`src/rtl/lbm_pkg.sv`:
```
// D2Q9 lattice constants shared by the streaming engine and its neighbour
// address unit. The optional LBM_PERIODIC_X_EN build is handled in
// lbm_neighbor_addr; nothing here depends on it.
package lbm_pkg;

    localparam int Q = 9;

    typedef logic [3:0] dir_t;

    // Lattice velocity components and opposite direction for dirs 0..8
    localparam int   CX  [Q] = '{0, 1, 0, -1, 0, 1, -1, -1, 1};
    localparam int   CY  [Q] = '{0, 0, 1, 0, -1, 1, 1, -1, -1};
    localparam dir_t OPP [Q] = '{4'd0, 4'd3, 4'd4, 4'd1, 4'd2, 4'd7, 4'd8, 4'd5, 4'd6};

endpackage

```
`src/rtl/lbm_neighbor_addr.sv`:
```
// Combinational destination lookup for one streamed population.
// In range: neighbour cell, same direction. Off the grid: half-way
// bounce-back into the source cell on the opposite direction.
// Build option LBM_PERIODIC_X_EN wraps x instead of bouncing on the
// left/right walls (lid and bottom always bounce).
module lbm_neighbor_addr
    import lbm_pkg::*;
#(
    parameter int NX            = 16,
    parameter int NY            = 16,
    parameter int ADDRESS_WIDTH = $clog2(NX*NY),
    parameter int XW            = $clog2(NX),
    parameter int YW            = $clog2(NY)
) (
    input  logic [XW-1:0]            x,
    input  logic [YW-1:0]            y,
    input  dir_t                     dir,
    output logic [ADDRESS_WIDTH-1:0] dest_addr,
    output dir_t                     dest_dir,
    output logic                     bounced
);

    int   d;
    int   xd;
    int   yd;
    logic x_in;
    logic y_in;

    // Target coordinates, wall test and final (addr, dir) selection
    always_comb begin
        d    = (dir > 4'd8) ? 0 : int'(dir);
        xd   = int'(x) + CX[d];
        yd   = int'(y) + CY[d];
        x_in = (xd >= 0) && (xd < NX);
        y_in = (yd >= 0) && (yd < NY);
`ifdef LBM_PERIODIC_X_EN
        if (y_in && !x_in) begin
            xd   = (xd < 0) ? xd + NX : xd - NX;
            x_in = 1'b1;
        end
`endif
        bounced = !(x_in && y_in);
        if (bounced) begin
            dest_addr = ADDRESS_WIDTH'(int'(y) * NX + int'(x));
            dest_dir  = OPP[d];
        end else begin
            dest_addr = ADDRESS_WIDTH'(yd * NX + xd);
            dest_dir  = dir;
        end
    end

endmodule

```
`src/rtl/lbm_stream_engine.sv`:
```
// D2Q9 streaming stage: for each cell, read all 9 post-collision
// populations from fout, then write each one to its destination fin
// bank/address (neighbour, or bounced back at walls). 11 cycles/cell:
// READ, WAIT, 9x WRITE. Build option LBM_PERIODIC_X_EN (see
// lbm_neighbor_addr) turns the left/right walls into a periodic seam.
module lbm_stream_engine
    import lbm_pkg::*;
#(
    parameter int DATA_WIDTH    = 32,
    parameter int NX            = 16,
    parameter int NY            = 16,
    parameter int GRID_DIM      = NX*NY,
    parameter int ADDRESS_WIDTH = $clog2(GRID_DIM)
) (
    input  logic                     Clk,
    input  logic                     Reset,
    input  logic                     start,
    output logic                     busy,
    output logic                     done,
    output logic                     fout_rd_en,
    output logic [ADDRESS_WIDTH-1:0] fout_addr,
    input  logic [Q*DATA_WIDTH-1:0]  fout_rdata,
    output logic                     WE_fin_mem,
    output logic [ADDRESS_WIDTH-1:0] fin_addr,
    output logic [3:0]               fin_dir,
    output logic [DATA_WIDTH-1:0]    fin_wdata
);

    localparam int XW = $clog2(NX);
    localparam int YW = $clog2(NY);

    typedef enum logic [2:0] {S_IDLE, S_READ, S_WAIT, S_WRITE, S_DONE} state_t;

    state_t                        state_q;
    logic [ADDRESS_WIDTH-1:0]      cell_q;
    dir_t                          dir_q;
    dir_t                          dir_d;
    logic [Q-1:0][DATA_WIDTH-1:0]  buf_q;
    logic [XW-1:0]                 cell_x;
    logic [YW-1:0]                 cell_y;
    logic [ADDRESS_WIDTH-1:0]      nb_addr;
    dir_t                          nb_dir;
    logic                          nb_bounced;
    logic [DATA_WIDTH-1:0]         wdata_d;

    assign cell_x = XW'(int'(cell_q) % NX);
    assign cell_y = YW'(int'(cell_q) / NX);

    // Outputs are registered, so the destination is looked up for the
    // direction that will be presented in the *next* cycle.
    assign dir_d   = (state_q == S_WRITE && dir_q != 4'd8) ? dir_q + 4'd1 : 4'd0;
    assign wdata_d = (state_q == S_WAIT) ? fout_rdata[DATA_WIDTH-1:0] : buf_q[dir_d];

    lbm_neighbor_addr #(
        .NX            (NX),
        .NY            (NY),
        .ADDRESS_WIDTH (ADDRESS_WIDTH),
        .XW            (XW),
        .YW            (YW)
    ) u_nb (
        .x         (cell_x),
        .y         (cell_y),
        .dir       (dir_d),
        .dest_addr (nb_addr),
        .dest_dir  (nb_dir),
        .bounced   (nb_bounced)
    );

    // Sweep FSM with registered handshake and memory strobes
    always_ff @(posedge Clk) begin
        if (Reset) begin
            state_q    <= S_IDLE;
            cell_q     <= '0;
            dir_q      <= '0;
            buf_q      <= '0;
            busy       <= 1'b0;
            done       <= 1'b0;
            fout_rd_en <= 1'b0;
            fout_addr  <= '0;
            WE_fin_mem <= 1'b0;
            fin_addr   <= '0;
            fin_dir    <= '0;
            fin_wdata  <= '0;
        end else begin
            case (state_q)
                S_IDLE: begin
                    if (start) begin
                        state_q    <= S_READ;
                        cell_q     <= '0;
                        busy       <= 1'b1;
                        fout_rd_en <= 1'b1;
                        fout_addr  <= '0;
                    end
                end
                S_READ: begin
                    state_q    <= S_WAIT;
                    fout_rd_en <= 1'b0;
                end
                S_WAIT: begin
                    buf_q      <= fout_rdata;
                    state_q    <= S_WRITE;
                    dir_q      <= '0;
                    WE_fin_mem <= 1'b1;
                    // A wall hit always lands back in the source cell
                    fin_addr   <= nb_bounced ? cell_q : nb_addr;
                    fin_dir    <= nb_dir;
                    fin_wdata  <= wdata_d;
                end
                S_WRITE: begin
                    if (dir_q == 4'd8) begin
                        WE_fin_mem <= 1'b0;
                        if (cell_q == ADDRESS_WIDTH'(GRID_DIM-1)) begin
                            state_q <= S_DONE;
                            done    <= 1'b1;
                        end else begin
                            state_q    <= S_READ;
                            cell_q     <= cell_q + 1'b1;
                            fout_rd_en <= 1'b1;
                            fout_addr  <= cell_q + 1'b1;
                        end
                    end else begin
                        dir_q     <= dir_d;
                        fin_addr  <= nb_bounced ? cell_q : nb_addr;
                        fin_dir   <= nb_dir;
                        fin_wdata <= wdata_d;
                    end
                end
                S_DONE: begin
                    state_q <= S_IDLE;
                    done    <= 1'b0;
                    busy    <= 1'b0;
                end
                default: state_q <= S_IDLE;
            endcase
        end
    end

endmodule
```
`config.mk`:
```
export PLATFORM = sky130hd
export DESIGN_NAME = lbm_stream_engine
export DESIGN_NICKNAME = d
export VERILOG_FILES = /design/src/rtl/lbm_pkg.sv /design/src/rtl/lbm_neighbor_addr.sv /design/src/rtl/lbm_stream_engine.sv
export SDC_FILE = /design/constraint.sdc
export NUM_CORES = 1
export LEC_CHECK = 0
export ABC_CLOCK_PERIOD_IN_PS = 6900
export CORE_MARGIN = 10
export CORE_UTILIZATION = 46
export DETAILED_ROUTE_END_ITERATION = 7
export PLACE_DENSITY = 0.85
export SLEW_MARGIN = 20
export SYNTH_ARGS = -nofsm -noshare
export SYNTH_HDL_FRONTEND = slang
export SYNTH_SLANG_ARGS = --single-unit
```
`constraint.sdc`:
```
create_clock -name Clk -period 6.9 [get_ports Clk]
set_input_delay 0.69 -clock Clk [delete_from_list [all_inputs] [get_ports Clk]]
set_output_delay 0.69 -clock Clk [all_outputs]
set_load 0.01 [all_outputs]
```
==> metrics.md, run 1 <==
| Metric | Value |
|---|---|
| Reg-to-Reg Start | `dir_q[2]$_SDFFE_PP0P_` |
| Setup WS pre-CTS | `0.8823 ns` |
| CP top delay family | `simple AND/OR/NAND/NOR gates` |
| Fin crit share | `0.8796` |
| Skew-Pair Late Insertion Delay | `0.54 ns` |
| Setup_tns | `0 ns` |
| Reg-to-reg slack, setup | `0.83 ns` |
| Area leader, netlist | `dfxtp_1` |
| DP HPWL | `43130 um` |
| Initial Util | `0.4650` |
| I/O Pins | `347` |
| Max layer used | `met5` |
| Register area | `7028 sq um` |
| 1st-iter DRT viols | `1502` |
| CP max stage delay | `0.76 ns` |
| CP cell instances | `and3b_1, nor2_4, nand2_1, nor2_1, ha_1, nor2_1, mux2_4, a211oi_1, buf_4, ha_1, o21a_1, a21oi_1, nor3_1, a21boi_4, inv_2, ha_1, or4_1, nor4_1, and4_1, o31a_1, o21ai_2, a2111oi_2` |
| Die Ht | `206.4 um` |
| Fin Clk Skew | `0.02072 ns` |
| CTS Root Cell | `clkbuf_16` |
| Gp weighted congestion | `0.9487` |
| Worst setup SP type | `flip-flop` |
| EDFF count, synth | `0` |
| # hold bufs at CTS | `0` |
| Highest Clock Rate | `164.8 MHz` |
| Synth warnings | `0` |
| Cell mode on critical path | `ha_1` |
| FP Rows | `68` |
| Slew Viols, Final | `0` |
| Layout cell share with drive strength beyond 1 | `0.05720` |
| Buffers & Inverters on Critical Path | `2` |
| R2R depth | `22` |
| DRC viols | `0` |
| CTS tree | `built` |
| Hold/Removal Path Class | `reg -> reg` |
| Post-Synthesis Cell Area | `15980 sq um` |
| Final setup violation count | `0` |
| Pre-Repair DR Iteration Count | `5` |
| Seq/Total Area, Yosys | `0.4396` |
| Multi-input gate area | `8297 sq um` |
| CP max FO | `14` |
| Finished Core Util | `0.6084` |
| RSZ-0062 raised after global routing | `no` |
| Synthesized instance count | `2058` |
| Post-route setup slack | `0.8309 ns` |
| Synth Area per Inst | `7.766 sq um` |
| First-pass GRT wire length | `88400 um` |
| Placed Area | `19580 sq um` |
| Port-buffer cells | `346` |
| Slowest-stage cell, CP | `dfxtp_1` |
| Critical Path Stages | `22` |
| Setup repair bufs after CTS | `0` |
| Die area | `42600 sq um` |
| Worst-path clk slew | `0.07 ns` |
| Req. time, crit path | `7.33 ns` |
| Most numerous cell in the Yosys netlist | `nand2_1` |
| Top cell type's share of synthesized area | `0.4396` |
| Post-synth cell types | `66` |
| Worst r2r dst | `fin_dir[2]$_SDFFE_PP0P_` |
| Total track usage | `0.2651` |
| Die W | `206.4 um` |
| Worst EP arrival | `6.50 ns` |
| Vias in the first global route | `15460` |
| Vias | `15850` |
| Avg WL per Cell | `21.08 um` |
| Nets | `2630` |
| Vias per cell | `5.693` |
| Endpoints failing hold | `0` |
| Worst Max-Slew Pin Slew | `1.105 ns` |
| Post-Route WL | `58680 um` |
| Met3 WL | `4655 um` |
| Fraction of registers with async set/reset | `0` |
| Min cycle time layout | `6.069 ns` |
| CTS sink count | `351` |
| Area growth, synth to finish | `30.84%` |
| VDD IR max | `0.0001515 V` |
| Top_reg_cell synth | `dfxtp_1` |
| Pin count of the biggest net entering global routing | `196` |
| Pwr/cell area | `245.7 nW/um^2` |
| Outcome | `complete, no violations` |
| ANT nets after route | `0` |
| Crit path to | `fin_dir[2]$_SDFFE_PP0P_` |
| DRT met1 WL | `22880 um` |
| Final Instance Area | `20910 sq um` |
| Fill count | `2969` |
| Critical Path Sink Type | `flip-flop` |
| Syn nets | `2389` |
| Longest Clk Path Bufs | `3` |
| Leakage | `7.214 nW` |
| # H-tree levels | `2` |
| Setup CP Type | `reg -> reg` |
| Top cells by area, synth | `dfxtp_1 (44%), nand2_1 (16%), a21oi_1 (10%)` |
| Top cells by count, synth | `nand2_1 (701), dfxtp_1 (351), a21oi_1 (325)` |
| Slew HR | `0.2630` |
| Max Cap Viol | `0` |
| Initial antenna violation count | `4` |
| Cts bufs inserted | `39` |
| Core Area | `34370 sq um` |
| Total gr overflow | `0` |
| WHS | `0.4497 ns` |
| Crit path from | `dir_q[2]$_SDFFE_PP0P_` |
| Met2 Wirelength | `28730 um` |
| FF+latch count, synth | `351` |
| Post-cts sizing count | `0` |
[power breakdown]
| part | internal, mW | switching, mW |
|---|---|---|
| Sequential | 2.16 | 0.0830 |
| Clock | 1.26 | 0.872 |
| Combinational | 0.345 | 0.416 |
| Total | 3.77 | 1.37 |
[kinds of logic after synthesis]
| family | after synthesis | share of synthesized area |
|---|---|---|
| simple gates | 862 | 0.2161 |
| compound gates | 560 | 0.2174 |
| flops | 351 | 0.4396 |
| buf+inv | 182 | 0.04501 |
| mux | 45 | 0.03883 |
| fa+ha+maj | 40 | 0.03272 |
| xor+xnor | 18 | 0.01033 |
[final cells by class]
class | count | area share
clock buffer | 53 | 0.05349
timing repair buffer | 364 | 0.1731
inverter | 18 | 0.003231
tap | 455 | 0.02722
sequential | 351 | 0.3361
clock inverter | 14 | 0.009692
multi-input combinational | 1525 | 0.3967
antenna | 4 | 0.0004786
[flip-flops by register name (all words and copies together) (netlist names)]
register and count:
WE_fin_mem 1, buf_q 288, busy 1, cell_q 8
dir_q 4, done 1, fin_addr 8, fin_dir 4
fin_wdata 32, fout_rd_en 1, state_q 3
[layer usage]
metal / global-route usage / up-vias
li1: - / 7523
met4: 0.1118 / 2
met2: 0.4482 / 680
met1: 0.3176 / 7524
met5: 0 / -
met3: 0.06003 / 121
[placed cells by master (no fill, tap or decap), types with 5 or more instances in the layout]
cell type        Yosys  routed
mux2i_1             20      20
mux4_2              12      12
nand2_1            701     699
xor2_1               8       7
inv_1               15      15
clkdlybuf4s50_1      0     345
buf_4                7      16
and2_1              13      13
a311oi_1            21      21
xnor2_1              9       9
ha_1                37      37
nand3b_1             8       8
clkbuf_16            0      39
o21bai_1             8       8
a21oi_1            325     325
nor2_1              89      87
clkinv_2             0       5
nand4_1              6       6
nor3_1               9       9
o211ai_1             6       6
dfxtp_1            351     350
clkbuf_1           143       5
o221ai_1            32      32
a2111oi_0            5       5
o21ai_0             39      37
a21o_1              25      25
clkbuf_8             0       9
a22oi_1             13      13
a211oi_1            44      44
mux2_2              12      12
a221oi_1            21      21
[through the flow]
stage	power, mW	std cells
2_1_floorplan	2.651	2058
3_3_place_gp	3.024	2713
3_5_place_dp	3.043	2713
4_1_cts	5.146	2780
5_1_grt	5.309	2783
6_report	5.138	2784
[how the worst min path moves through the flow]
stage | startpoint | endpoint | slack, ns | cells past startpoint
finish | buf_q[2]$_SDFFE_PP0P_ | buf_q[2]$_SDFFE_PP0P_ | 0.45 | 2
global route | buf_q[228]$_SDFFE_PP0P_ | buf_q[228]$_SDFFE_PP0P_ | 0.46 | 2
CTS | buf_q[28]$_SDFFE_PP0P_ | buf_q[28]$_SDFFE_PP0P_ | 0.45 | 2
detailed placement | buf_q[28]$_SDFFE_PP0P_ | buf_q[28]$_SDFFE_PP0P_ | 0.44 | 2
global placement | buf_q[209]$_SDFFE_PP0P_ | buf_q[209]$_SDFFE_PP0P_ | 0.44 | 2
floorplan | buf_q[0]$_SDFFE_PP0P_ | buf_q[0]$_SDFFE_PP0P_ | 0.43 | 2
[tightest hold or removal path, delay by kind of cell, from the launching register on]
kind	cells	cell delay (ns)
and+or+nand+nor	1	0.05
AOI/OAI and AO/OA	1	0.05
DFF	1	0.30
Note: power is estimated with default switching activity, not from simulation.
==> inputs of run 2 (changes only) <==
--- a/config.mk
+++ b/config.mk
@@ -6,9 +6,9 @@
 export NUM_CORES = 1
 export LEC_CHECK = 0
 export ABC_CLOCK_PERIOD_IN_PS = 6900
-export CORE_MARGIN = 10
 export CORE_UTILIZATION = 46
 export DETAILED_ROUTE_END_ITERATION = 7
+export GPL_TIMING_DRIVEN = 0
 export PLACE_DENSITY = 0.85
 export SLEW_MARGIN = 20
 export SYNTH_ARGS = -nofsm -noshare
==> metrics.md, run 2 (synthesized netlist as in run 1, its figures left out) <==
| Metric | Value |
|---|---|
| Longest Clk Path Bufs | `3 (unchanged)` |
| DP HPWL | `50680 um (+18%)` |
| Layout cell share with drive strength beyond 1 | `0.05764 (+0.0004337)` |
| Reg-to-Reg Start | `dir_q[0]$_SDFFE_PP0P_` |
| Hold/Removal Path Class | `reg -> reg` |
| Vias in the first global route | `16380 (+5.9%)` |
| Req. time, crit path | `7.30 ns (-0.03 ns)` |
| Nets | `2781 (+5.7%)` |
| Die Ht | `188.4 um (-8.7%)` |
| Pin count of the biggest net entering global routing | `19 (-90%)` |
| Endpoints failing hold | `0 (unchanged)` |
| Critical Path Sink Type | `flip-flop` |
| WHS | `0.4509 ns (+0.001181 ns)` |
| Port-buffer cells | `345 (-0.29%)` |
| Area growth, synth to finish | `34.11%` |
| VDD IR max | `0.0001969 V (+30%)` |
| CTS sink count | `351 (unchanged)` |
| Max FFs per register | `288 (unchanged)` |
| Worst EP arrival | `6.97 ns (+0.47 ns)` |
| Buffers & Inverters on Critical Path | `6 (+4)` |
| Leakage | `7.374 nW (+2.2%)` |
| Worst Max-Slew Pin Slew | `1.125 ns (+0.01908 ns)` |
| Initial antenna violation count | `1 (-3)` |
| Slew Viols, Final | `0 (unchanged)` |
| Initial Util | `0.4719 (+0.006940)` |
| CP max stage delay | `0.49 ns (-0.27 ns)` |
| Total track usage | `0.3553 (+0.09012)` |
| Top flop regs | `buf_q x288, fin_wdata x32` |
| ANT nets after route | `0 (unchanged)` |
| Crit path from | `dir_q[0]$_SDFFE_PP0P_` |
| Most frequent cells in the layout | `nand2_1 (700), dfxtp_1 (351), clkdlybuf4s50_1 (345)` |
| Die area | `35490 sq um (-17%)` |
| RSZ-0062 raised after global routing | `yes` |
| # H-tree levels | `2 (unchanged)` |
| Worst-path clk slew | `0.06 ns (about the same)` |
| DRC viols | `0 (unchanged)` |
| Vias per cell | `5.838 (+2.5%)` |
| 1st-iter DRT viols | `1860 (+24%)` |
| Die W | `188.4 um (-8.7%)` |
| Fill count | `2928 (-1.4%)` |
| Most flops, register | `buf_q` |
| Fin Clk Skew | `0.02739 ns (+0.006676 ns)` |
| First-pass GRT wire length | `95070 um (+7.5%)` |
| CTS tree | `built` |
| Core Area | `33870 sq um (-1.5%)` |
| Gp weighted congestion | `0.9787 (+3.2%)` |
| Worst setup SP type | `flip-flop` |
| Highest Clock Rate | `152.3 MHz (-7.6%)` |
| Max Cap Viol | `0 (unchanged)` |
| Outcome | `complete, no violations` |
| Final Power | `5.205 mW (+1.3%)` |
| Vias | `17100 (+7.9%)` |
| Fin crit share | `0.9516 (+0.07204)` |
| Slowest-stage cell, CP | `a2111oi_1` |
| Pwr/cell area | `242.8 nW/um^2 (-1.2%)` |
| Cell mode on critical path | `ha_1` |
| Skew-Pair Late Insertion Delay | `0.55 ns (about the same)` |
| Setup CP Type | `reg -> reg` |
| Post-Route WL | `64340 um (+9.6%)` |
| Total gr overflow | `0 (unchanged)` |
| CTS Root Cell | `clkbuf_16` |
| CP max FO | `18 (+4)` |
| Pre-Repair DR Iteration Count | `6 (+1)` |
| FP Rows | `67 (-1.5%)` |
| Reg-to-reg slack, setup | `0.33 ns (-0.50 ns)` |
| Min cycle time layout | `6.566 ns (+0.4970 ns)` |
| Cts bufs inserted | `39 (unchanged)` |
| Most common cell after layout, fill and taps aside | `nand2_1` |
| Slew HR | `0.2503 (-0.01272)` |
| CP top delay family | `simple AND/OR/NAND/NOR gates` |
| Final setup violation count | `0 (unchanged)` |
| Avg WL per Cell | `21.96 um (+4.2%)` |
| I/O Pins | `347 (unchanged)` |
| Hold Crit Start | `buf_q[2]$_SDFFE_PP0P_` |
[run 2: cell count changes in the layout (fill, tap and decap cells not counted), sizes merged]
cell | before | now
buf | 19 | 29
bufinv | 3 | 2
clkbuf | 53 | 196
clkinv | 9 | 10
clkinvlp | 1 | 4
diode | 4 | 1
[run 2: worst reg2reg max path: stages, from the launching register on]
cell       delay [ns]
dfxtp_1          0.34
clkbuf_2         0.26
inv_4            0.16
ha_1             0.25
nand3b_1         0.19
nand2_2          0.22
buf_2            0.29
buf_2            0.26
nor2_2           0.22
nand2_1          0.14
inv_1            0.11
ha_1             0.23
nor2_1           0.06
mux2_4           0.31
a211oi_4         0.30
ha_2             0.29
o21a_1           0.15
a21oi_1          0.18
nor3_1           0.19
a21boi_4         0.28
inv_2            0.16
ha_1             0.21
or4_1            0.40
nor4_1           0.22
and4_2           0.31
o31ai_4          0.15
a2111oi_1        0.49
a211oi_1         0.09
[run 2: final cells by class]
type	instances	area, sq um	area share
multi-input combinational	1525	8298	0.3871
sequential	351	7027	0.3278
timing repair buffer	352	3506	0.1636
clock buffer	55	1116	0.05207
buffer	163	651.9	0.03041
tap	448	560.5	0.02615
clock inverter	17	202.7	0.009457
inverter	18	70.07	0.003269
antenna	1	2.502	0.0001167
[run 2: metal layers]
metal | share of wire | vias up | GRT usage
met3 | 0.098 | 228 | 0.07115
met4 | 0.063 | 0 | 0.2007
met2 | 0.46 | 1029 | 0.5880
met1 | 0.38 | 8007 | 0.4310
li1 | - | 7840 | -
met5 | 0 | - | 0
[run 2: final timing paths]
check | endpoint | cells past startpoint
setup / recovery | fin_addr[0]$_SDFFE_PP0P_ | 27
hold / removal | buf_q[2]$_SDFFE_PP0P_ | 2
setup reg to reg | fin_addr[0]$_SDFFE_PP0P_ | 27
hold reg to reg | buf_q[2]$_SDFFE_PP0P_ | 2
[run 2: what timing repair did]
| action | CTS | global route |
|---|---|---|
| pin swaps | 0 | 1 |
| gates cloned | 0 | 0 |
| buffers inserted | 0 | 6 |
| resized for setup | 8 | 15 |
| endpoints found under the hold margin | 0 | 0 |
| hold buffers | 0 | 0 |
| endpoints found under the setup margin | 12 | 12 |
[run 2: power by group]
group / switching, mW / internal [mW] / leakage, nW
clock network: 0.890 / 1.22 / 0.633
registers: 0.0904 / 2.16 / 2.86
logic: 0.478 / 0.361 / 3.88
total: 1.46 / 3.75 / 7.37
[run 2: metrics by stage]
step	utilization	area [sq um]	TNS, ns	instances	setup WS [ns]
global placement	0.5904	20000	-21.24	2851	-1.937
floorplan	-	15980	0	2058	0.4535
global route	0.6329	21430	-0.03867	2930	-0.03867
finish	0.6329	21430	0	2930	0.3339
detailed placement	0.5909	20010	-10.02	2852	-1.045
CTS	0.6304	21350	0	2923	0.05261
==> inputs of run 3 (changes only) <==
==> constraint.sdc (replaced) <==
create_clock -name Clk -period 6.9 [get_ports Clk]
set_input_delay 0.69 -clock Clk [delete_from_list [all_inputs] [get_ports Clk]]
set_output_delay 0.69 -clock Clk [all_outputs]
set_load 0.005 [all_outputs]
==> results of run 3 <==
Same layout as run 2 (identical final DEF). Status: complete, no violations.
Among the figures that moved: total power 5.205 mW -> 5.193 mW
